===== config.mk =====
export PLATFORM = sky130hd
export DESIGN_NAME = ecc_dec_pipe
export DESIGN_NICKNAME = d
export VERILOG_FILES = /design/src/rtl/ecc_dec_pipe.sv
export SDC_FILE = /design/constraint.sdc
export NUM_CORES = 1
export LEC_CHECK = 0
export ABC_AREA = 0
export CAP_MARGIN = 25
export CORE_ASPECT_RATIO = 1.5
export CORE_MARGIN = 2
export CORE_UTILIZATION = 50
export CTS_CLUSTER_DIAMETER = 100
export DETAILED_ROUTE_END_ITERATION = 8
export PLACE_DENSITY = 0.88
export SLEW_MARGIN = 20
export SYNTH_ARGS = -nofsm -noshare
export SYNTH_HDL_FRONTEND = slang
export SYNTH_SLANG_ARGS = --single-unit

===== constraint.sdc =====
create_clock -name clk -period 2.85 [get_ports clk]
set_input_delay 0.4275 -clock clk [delete_from_list [all_inputs] [get_ports clk]]
set_output_delay 0.4275 -clock clk [all_outputs]
set_load 0.005 [all_outputs]

===== src/rtl/ecc_dec_pipe.sv =====
// Two-stage SECDED (39,32) decoder: stage 1 computes the syndrome and overall parity, stage 2 corrects and classifies.
// Saturating CE/UE statistics and first-error capture update only when a result is transferred downstream.
module ecc_dec_pipe #(
  parameter int ADDR_W = 10,
  parameter int CNT_W  = 16
) (
  input  logic              clk,
  input  logic              rst_n,
  input  logic              in_valid,
  output logic              in_ready,
  input  logic [ADDR_W-1:0] in_addr,
  input  logic [38:0]       in_cw,
  output logic              out_valid,
  input  logic              out_ready,
  output logic [31:0]       out_data,
  output logic [ADDR_W-1:0] out_addr,
  output logic              out_ce,
  output logic              out_ue,
  input  logic              clr_stats,
  output logic [CNT_W-1:0]  ce_count,
  output logic [CNT_W-1:0]  ue_count,
  output logic              err_vld,
  output logic [ADDR_W-1:0] err_addr,
  output logic [5:0]        err_syn
);

  logic              s1_valid;
  logic [5:0]        s1_syn;
  logic              s1_par;
  logic [38:0]       s1_cw;
  logic [ADDR_W-1:0] s1_addr;
  logic [5:0]        out_syn;

  logic        s1_en;
  logic        s2_en;
  logic        xfer;
  logic [5:0]  syn_c;
  logic        ce_c;
  logic        ue_c;
  logic [38:0] flip_c;
  logic [38:0] fixed_c;

  function automatic logic [5:0] calc_syn(input logic [38:0] cw);
    logic [5:0] s;
    s = '0;
    for (int i = 1; i <= 38; i++) begin
      if (cw[6'(i - 1)]) s = s ^ 6'(i);
    end
    return s;
  endfunction

  // Data bits sit at the non-power-of-two Hamming positions, LSB first.
  function automatic logic [31:0] extract(input logic [38:0] cw);
    return {cw[37:32], cw[30:16], cw[14:8], cw[6:4], cw[2]};
  endfunction

  assign s2_en    = !out_valid || out_ready;
  assign s1_en    = !s1_valid || s2_en;
  assign in_ready = s1_en;
  assign xfer     = out_valid && out_ready;
  assign syn_c    = calc_syn(in_cw);

  always_ff @(posedge clk or negedge rst_n) begin
    if (!rst_n) begin
      s1_valid <= 1'b0;
      s1_syn   <= '0;
      s1_par   <= 1'b0;
      s1_cw    <= '0;
      s1_addr  <= '0;
    end else if (s1_en) begin
      s1_valid <= in_valid;
      if (in_valid) begin
        s1_syn  <= syn_c;
        s1_par  <= ^in_cw;
        s1_cw   <= in_cw;
        s1_addr <= in_addr;
      end
    end
  end

  // Syndrome 0 with bad parity means only the overall parity bit flipped.
  always_comb begin
    flip_c = '0;
    ce_c   = 1'b0;
    ue_c   = 1'b0;
    if (s1_par) begin
      if (s1_syn == 6'd0) begin
        ce_c = 1'b1;
      end else if (s1_syn <= 6'd38) begin
        ce_c   = 1'b1;
        flip_c = 39'd1 << (s1_syn - 6'd1);
      end else begin
        ue_c = 1'b1;
      end
    end else if (s1_syn != 6'd0) begin
      ue_c = 1'b1;
    end
    fixed_c = s1_cw ^ flip_c;
  end

  always_ff @(posedge clk or negedge rst_n) begin
    if (!rst_n) begin
      out_valid <= 1'b0;
      out_data  <= '0;
      out_addr  <= '0;
      out_ce    <= 1'b0;
      out_ue    <= 1'b0;
      out_syn   <= '0;
    end else if (s2_en) begin
      out_valid <= s1_valid;
      if (s1_valid) begin
        out_data <= extract(fixed_c);
        out_addr <= s1_addr;
        out_ce   <= ce_c;
        out_ue   <= ue_c;
        out_syn  <= s1_syn;
      end
    end
  end

  always_ff @(posedge clk or negedge rst_n) begin
    if (!rst_n) begin
      ce_count <= '0;
      ue_count <= '0;
      err_vld  <= 1'b0;
      err_addr <= '0;
      err_syn  <= '0;
    end else if (clr_stats) begin
      ce_count <= '0;
      ue_count <= '0;
      err_vld  <= 1'b0;
      err_addr <= '0;
      err_syn  <= '0;
    end else if (xfer) begin
      if (out_ce && ce_count != '1) ce_count <= ce_count + CNT_W'(1);
      if (out_ue && ue_count != '1) ue_count <= ue_count + CNT_W'(1);
      if ((out_ce || out_ue) && !err_vld) begin
        err_vld  <= 1'b1;
        err_addr <= out_addr;
        err_syn  <= out_syn;
      end
    end
  end

endmodule


## Word level (Yosys, flattened, before mapping)

Index checks and enable logic that the tools add are counted.

- Output and inout port bits: 95
- Input port bits: 54
- Word-level logic and storage cells: 134
- Register bits: 156

- Reductions and logical operators: 22
- Shift operators: 1
- Equality and inequality tests: 2
- Bitwise gates (word level): 32
- Add/subtract/negate cells: 3
- Multiplexer cells: 57
- Magnitude comparators: 1

Operators by type and width:

| kind | number |
|---|---|
| $mux W38 | 3 |
| $mux W16 | 6 |
| $mux W5 | 16 |
| $reduce_xor A39 Y1 | 1 |
| $shl A1 B6 Y38 const A | 1 |
| $xor A38 B38 Y38 | 1 |
| $add A16 B1 Y16 const B | 2 |
| $mux W4 | 8 |
| $ne A16 B16 Y1 const B | 2 |
| $mux W10 | 3 |
| $not A3 Y3 | 10 |
| $mux W6 | 4 |
| $not A2 Y2 | 10 |
| $not A4 Y4 | 5 |
| $mux W3 | 4 |
| $mux W1 | 11 |
| $reduce_and A2 Y1 | 5 |
| $reduce_bool A2 Y1 | 4 |
| $le A6 B6 Y1 const B | 1 |
| $logic_not A6 Y1 | 1 |
| $reduce_bool A6 Y1 | 1 |
| $sub A6 B1 Y6 const B | 1 |
| $not A1 Y1 const A | 5 |
| $not A5 Y5 | 1 |
| 4 further kinds | 12 |

## Longest topological paths before layout

Gate-level depths: netlist (run 1).

- Depth in word-level cells: 58
- Mapped depth: 7
- Gate-level depth less buffers: 6

## Worst setup path after synthesis (run 1)

Ideal clock, no wire load.

- Path type: input -> register
- Start: input in_cw[23]
- End: register s1_par
- Library setup time: 136 ps
- Path slack: 862 ps
- Stages: 5
- Buffers on the path: 0
- Arrival: 1853 ps
- Cells stage by stage: xnor3_1 > xnor2_2 > xnor3_1 > xor3_1 > o21ai_1

- Word-level cells in the longest chain between the ends: 1

RTL lines:

| what | line | text |
|---|---|---|
| from (decl) | 12 | `input logic [38:0] in_cw,` |
| $reduce_xor A39 Y1 | 74 | `s1_par <= ^in_cw;` |
| to (signal assigned) | 74 |  |
| to (decl) | 29 | `logic s1_par;` |

Every way passes these cells.
A chain may end at the register's enable or synchronous reset.

## Final worst setup path (run 1)

- Start: input in_cw[14]
- End: register s1_par

Same word-level chain as after synthesis.

==> load_flow_metrics.sql, run 1 <==
INSERT INTO impl_metrics (metric_group, metric, value, unit) VALUES
('status', 'outcome', 'completed', ''),
('layout', 'final_area', '9630', 'um^2'),
('sta', 'rsz0062_at_grt', 'no', ''),
('synthesis', 'post_synth.cell_area_avg', '10.8', 'um^2'),
('sta', 'fin_worst_hold_slack', '0.505', 'ns'),
('synthesis', 'yosysMostFrequentCell', 'dfrtp_1', ''),
('floorplanning', 'die_x', '103', 'um'),
('clock_tree', 'ctsResizeCount', '0', ''),
('synthesis', 'ys_async_sr_fraction', '100', '%'),
('synthesis', 'postSynth.topFlopCell', 'dfrtp_1', ''),
('place', 'gp_congestion', '0.871', ''),
('sta', 'final.period_utilization', '76.6', '%'),
('critical_path', 'crit_fanout', '3', ''),
('critical_path', 'endpoint_kind', 'register', ''),
('synthesis', 'yosys_warnings', '0', ''),
('floorplanning', 'placeableCoreArea', '14400', 'um^2'),
('clock_tree', 'path_clk_slew', '0.07', 'ns'),
('layout', 'final.fill_count', '1070', ''),
('synthesis', 'ys_types', '40', ''),
('synthesis', 'mappedNetlistNets', '731', ''),
('run', 'max_cap_violations', '0', ''),
('floorplanning', 'die_area', '15600', 'um^2'),
('pwr', 'static-leakage-power', '3.85', 'nW'),
('place', 'preCtsSetupSlack', '0.248', 'ns'),
('min_path', 'worstHoldPathCells', '1', ''),
('clock_tree', 'cts_made_buffers', '17', ''),
('sta', 'fmax', '458', 'MHz'),
('floorplanning', 'die_height', '152', 'um'),
('layout', 'nets', '879', ''),
('global_routing', 'grt_use_total', '23.4', '%'),
('min_path', 'min-delay-path-class', 'register to register', ''),
('synthesis', 'netlist_instances', '675', ''),
('critical_path', 'timing.critical_path.depth', '6', ''),
('sta', 'drv_slew', '0', ''),
('critical_path', 'worst_r2r_path_depth', '6', ''),
('route', 'routed_wirelength', '17200', 'um'),
('critical_path', 'criticalPathCategory', 'primary input to register', ''),
('sta', 'worst_slew_slack_as_a_fraction_of_its_limit', '37.1', '%'),
('critical_path', 'crit_chain', 'clkdlybuf4s50_1, xnor3_1, xor2_1, xnor3_1, xor3_1, o21ai_1', ''),
('synthesis', 'ys_ff_latch', '150', ''),
('place', 'dp_hpwl', '12700', 'um'),
('clock_tree', 'clock-root-buffer', 'clkbuf_16', ''),
('layout', 'multi_input_area', '3410', 'um^2'),
('route', 'drt_pass1_iterations', '4', ''),
('layout', 'drive_above_1_share', '13.5', '%'),
('clock_tree', 'clock_sink_count', '150', ''),
('route', 'routed_via_density', '5.26', ''),
('global_routing', 'grt_antenna_before_repair', '0', ''),
('route', 'wl_per_cell', '16.7', 'um'),
('route', 'drt.antenna.violating_nets', '0', ''),
('synthesis', 'synthTopCellsByArea', 'dfrtp_1, mux2_2, xnor2_1', ''),
('critical_path', 'critical_path.max_stage_delay', '0.53', 'ns'),
('critical_path', 'critical_path.top_delay_family', 'XOR/XNOR gates', ''),
('synthesis', 'sequential_share_of_the_synthesized_area', '51.4', '%'),
('critical_path', 'worst_path_max_delay_cell', 'clkdlybuf4s50_1', ''),
('critical_path', 'most_used_cell_cp', 'xnor3_1', ''),
('layout', 'regArea', '3750', 'um^2'),
('critical_path', 'worst_ep_required_time', '3.20', 'ns'),
('route', 'vias', '5424', ''),
('place', 'dp.cells', '999', ''),
('floorplanning', 'floorplan.initialDensity', '50.7', '%'),
('synthesis', 'netlist_area', '7300', 'um^2'),
('pwr', 'ir_drop', '0.512', 'mV'),
('critical_path', 'critPathLaunchType', 'primary input', ''),
('route', 'drt-initial-drc-count', '222', ''),
('clock_tree', 'clockBufferDepth', '2', ''),
('synthesis', 'post_synth_edffs', '0', ''),
('synthesis', 'synth_top_cell_area_share', '51.4', '%'),
('clock_tree', 'h-tree-depth', '4', ''),
('global_routing', 'grt_overflow_total', '0', ''),
('layout', 'stdcell_count', '1032', '');
[cells by family (layout without fill, tap and decap cells)]
| group | Yosys count | in the layout | share of synthesized area (%) |
|---|---|---|---|
| AND/OR/NAND/NOR | 236 | 236 | 15.5 |
| flip-flops | 150 | 150 | 51.4 |
| XOR/XNOR | 113 | 113 | 15.9 |
| AO/OA/AOI/OAI | 74 | 74 | 5.31 |
| multiplexers | 62 | 62 | 9.51 |
| buffers and inverters | 38 | 199 | 1.95 |
| adder cells (fa/ha/maj) | 2 | 2 | 0.343 |
[final timing paths]
kind / start / end / slack (ns)
max in group asynchronous: rst_n / ue_count[15]$_DFFE_PN0P_ / 1.55
max reg2reg: s1_syn[2]$_DFFE_PN0P_ / out_data[17]$_DFFE_PN0P_ / 0.77
max: in_cw[14] / s1_par$_DFFE_PN0P_ / 0.67
min reg2reg: s1_addr[1]$_DFFE_PN0P_ / out_addr[1]$_DFFE_PN0P_ / 0.50
min in group asynchronous: rst_n / s1_cw[24]$_DFFE_PN0P_ / 0.55
min: s1_addr[1]$_DFFE_PN0P_ / out_addr[1]$_DFFE_PN0P_ / 0.50
[worst reg2reg max path, delay by kind of cell (launching register included)]
family	cells	cell delay [ns]
flops	1	0.36
simple gates	2	0.85
buf+inv	1	0.18
compound gates	1	0.08
xor+xnor	1	0.16
mux	1	0.32
[through the flow]
step / power (mW) / util, %
2_1_floorplan: 3.86 / -
3_3_place_gp: 4.70 / 62.8
3_5_place_dp: 4.76 / 62.8
4_1_cts: 6.96 / 66.9
5_1_grt: 7.26 / 66.9
6_report: 6.91 / 66.9
[cell type report]
type / instances / area share, %
sequential: 150 / 39.0
multi-input combinational: 487 / 35.4
timing repair buffer: 162 / 16.8
clock buffer: 17 / 4.42
tap: 196 / 2.55
clock inverter: 15 / 1.65
inverter: 5 / 0.195
[sequential cells by signal, summed over array words and instances, names as in the netlist, 5 cells and up]
signal,cells
err_addr,10
ce_count,16
s1_syn,5
s1_cw,33
out_syn,6
out_addr,10
s1_addr,10
out_data,32
ue_count,16
err_syn,6
[cells in the final DEF, fill, tap and decap left out, types with 2 or more instances in the layout]
cell type	instances
a21oi_1	55
nor4b_1	5
xor2_1	32
buf_4	10
or2_2	3
nand2b_1	7
nor3b_1	6
nand3_1	16
nand2_1	62
nor3_1	13
clkdlybuf4s50_1	146
nor2b_1	6
inv_6	5
mux2i_1	3
or3_1	3
nand4_1	13
inv_8	3
and2_1	3
o21ai_0	13
dfrtp_1	150
xnor3_1	11
clkinvlp_4	4
ha_1	2
inv_1	5
nor4_1	6
nor2_1	77
and4_1	3
buf_12	3
clkbuf_16	17
xnor2_1	68
nand3b_1	5
mux2_2	59
and3b_1	2
[report_power, final]
group	internal [mW]	switching, mW
combinational	1.06	0.861
clock	1.24	0.948
sequential	2.50	0.297
total	4.81	2.11
[layer usage]
layer,GRT usage [%],up-vias,part of all wire [%]
li1,-,2595,-
met2,41.2,149,55
met5,0,-,0
met1,27.4,2639,38
met4,10.8,0,3.9
met3,3.54,41,3.2
Power figures use the tool's default switching activity.
==> run 2: changes to the inputs <==
==> constraint.sdc (replaced) <==
create_clock -name clk -period 2.2 [get_ports clk]
set_input_delay 0.33 -clock clk [delete_from_list [all_inputs] [get_ports clk]]
set_output_delay 0.33 -clock clk [all_outputs]
set_load 0.005 [all_outputs]
==> run 2 against run 1 <==
Compared with the run above:
- setup slack lost 0.50 ns
- core utilization is 1.8 points higher
- sequential cell count unchanged
- first-iteration DRC count shrank 9.9%
- combinational power up 34%
- die area unchanged
- critical endpoint unchanged
- final area up 2.8%
- count of clock-buffer cells in the layout stayed put
- critical path type unchanged
- sequential power increased by 33%
- global-route usage increased by 0.72 points
- worst hold slack worse by 0.13 ns
==> load_flow_metrics.sql, run 2 (synthesized netlist as in run 1, its figures left out) <==
INSERT INTO impl_metrics (metric_group, metric, value, unit) VALUES
('route', 'wl_per_cell', '16.8', 'um'),
('min_path', 'min-delay-path-class', 'primary input to asynchronous set/reset pin', ''),
('floorplanning', 'die_area', '15600', 'um^2'),
('global_routing', 'grt_pass1_vias', '5767', ''),
('sta', 'drv_slew', '0', ''),
('route', 'routed_via_density', '5.33', ''),
('critical_path', 'endpoint_kind', 'register', ''),
('layout', 'n_antenna_cell', '0', ''),
('layout', 'multi_input_area', '3410', 'um^2'),
('global_routing', 'grt_start_max_net_pins', '56', ''),
('pwr', 'finalPower', '9.17', 'mW'),
('sta', 'final_period_minus_worst_setup_slack', '2.04', 'ns'),
('sta', 'setup_failing_eps_final', '0', ''),
('sta', 'final.setup_skew', '0.0151', 'ns'),
('sta', 'rsz0062_at_grt', 'no', ''),
('critical_path', 'arrival', '2.33', 'ns'),
('pwr', 'static-leakage-power', '4.03', 'nW'),
('layout', 'final.fill_count', '1068', ''),
('floorplanning', 'i_o_pin_cnt', '149', ''),
('sta', 'hold_viol', '0', ''),
('clock_tree', 'clock_sink_count', '150', ''),
('sta', 'final_critical_path_setup_slack', '0.163', 'ns'),
('layout', 'regArea', '3750', 'um^2'),
('route', 'remaining_drc_errors', '0', ''),
('global_routing', 'wire_length_of_the_first_global_routing_pass', '29200', 'um'),
('layout', 'largest_reg_flops', '33', ''),
('clock_tree', 'clock-root-buffer', 'clkbuf_16', ''),
('layout', 'max_flop_register', 's1_cw', ''),
('clock_tree', 'h-tree-depth', '4', ''),
('critical_path', 'criticalPathCategory', 'primary input to register', ''),
('layout', 'nets', '912', ''),
('global_routing', 'grt_overflow_total', '0', ''),
('sta', 'worst_slew_slack_as_a_fraction_of_its_limit', '60.1', '%'),
('clock_tree', 'path_clk_slew', '0.06', 'ns'),
('clock_tree', 'cts_made_buffers', '17', ''),
('run', 'max_cap_violations', '0', ''),
('layout', 'drive_above_1_share', '16.8', '%'),
('global_routing', 'grt_use_total', '24.2', '%'),
('floorplanning', 'floorplan.initialDensity', '50.7', '%'),
('floorplanning', 'die_x', '103', 'um'),
('place', 'preCtsSetupSlack', '-0.274', 'ns'),
('pwr', 'ir_drop', '0.591', 'mV'),
('critical_path', 'critPathLaunchType', 'primary input', ''),
('global_routing', 'grt_antenna_before_repair', '0', ''),
('layout', 'final_common_cell', 'dfrtp_1', ''),
('clock_tree', 'clk-insertion-delay-late', '0.42', 'ns'),
('pwr', 'p_per_area', '927', 'nW/um^2'),
('route', 'drt_pass1_iterations', '5', ''),
('route', 'vias', '5677', ''),
('sta', 'fmax', '491', 'MHz'),
('status', 'outcome', 'completed', ''),
('sta', 'final.period_utilization', '92.6', '%'),
('place', 'dp_hpwl', '13300', 'um'),
('layout', 'syn_to_final_growth', '35.6', '%'),
('sta', 'setup_tns', '0', 'ns'),
('floorplanning', 'placeableCoreArea', '14400', 'um^2'),
('critical_path', 'worst_ep_required_time', '2.49', 'ns'),
('place', 'gp_congestion', '0.893', ''),
('clock_tree', 'tritoncts', 'done', ''),
('route', 'routed_wirelength', '17900', 'um'),
('floorplanning', 'die_height', '152', 'um'),
('floorplanning', 'std_cell_rows', '54', ''),
('route', 'drt.antenna.violating_nets', '0', ''),
('route', 'drt-initial-drc-count', '200', ''),
('clock_tree', 'cts.repair_timing.setup_buffer_count', '0', ''),
('layout', 'top_regs', 's1_cw: 33 flops, out_data: 32 flops', ''),
('place', 'buffer_ports.inserted', '148', ''),
('clock_tree', 'clockBufferDepth', '2', ''),
('critical_path', 'crit_fanout', '2', ''),
('sta', 'least_margin_pin_slew', '0.591', 'ns'),
('sta', 'fin_worst_hold_slack', '0.371', 'ns'),
('layout', 'layout.cells.most_common_list', 'dfrtp_1, clkdlybuf4s50_1, nor2_1', '');
==> run 2: cell types whose count changed in the layout (fill, tap and decap cells not counted) <==
cell / before / now
buf_12: 3 / 4
buf_4: 10 / 42
bufinv_16: 1 / 2
clkinv_2: 1 / 3
clkinv_4: 0 / 2
clkinv_8: 1 / 0
clkinvlp_4: 4 / 1
inv_6: 5 / 6
inv_8: 3 / 1
==> run 2: metrics by stage <==
step | area (um^2) | std cells | util, %
after CTS | 9900 | 1065 | 68.8
after floorplan | 7300 | 675 | -
after global placement | 9300 | 1032 | 64.6
after global routing | 9900 | 1065 | 68.8
final | 9900 | 1065 | 68.8
after detailed placement | 9300 | 1032 | 64.6
==> run 2: layout make-up <==
type | count | share of cell area (%)
flip-flops and latches | 150 | 37.9
multi-input cells | 487 | 34.4
well taps | 196 | 2.48
clock buffers | 17 | 4.30
inverters | 5 | 0.190
repair buffers | 195 | 19.0
clock inverters | 15 | 1.66
==> run 2: final timing paths <==
kind | startpoint | to | slack, ns | depth (start not counted)
worst max-delay path | in_cw[23] | s1_par$_DFFE_PN0P_ | 0.16 | 6
worst min-delay path | rst_n | out_data[24]$_DFFE_PN0P_ | 0.37 | 2
worst max register to register | s1_syn[1]$_DFFE_PN0P_ | out_data[17]$_DFFE_PN0P_ | 0.36 | 6
worst min register to register | s1_valid$_DFFE_PN0N_ | out_valid$_DFFE_PN0P_ | 0.50 | 1
max in group asynchronous | rst_n | s1_cw[8]$_DFFE_PN0P_ | 1.16 | 3
min in group clk | clr_stats | ue_count[10]$_DFFE_PN0P_ | 0.37 | 2
==> run 2: per-layer routing <==
layer	GRT usage [%]	up-vias	part of all wire, %
met2	43.5	166	56
met3	4.42	39	2.9
met4	9.02	0	3.2
li1	-	2658	-
met1	27.8	2814	38
met5	0	-	0
==> run 2: critical path: stages <==
cell             delay [ns]
clkdlybuf4s50_1        0.49
xnor3_1                0.44
xnor2_2                0.18
xnor3_1                0.43
xor3_1                 0.40
o21ai_1                0.06
==> run 2: repair_timing <==
action	CTS	global route
endpoints found under the hold margin	31	0
endpoints found under the setup margin	0	0
hold buffers	1	0
resized for setup	0	0
==> run 2: power by group <==
part | internal, mW | switching (mW)
registers | 3.24 | 0.467
logic | 1.48 | 1.10
clock network | 1.70 | 1.19
total | 6.42 | 2.75
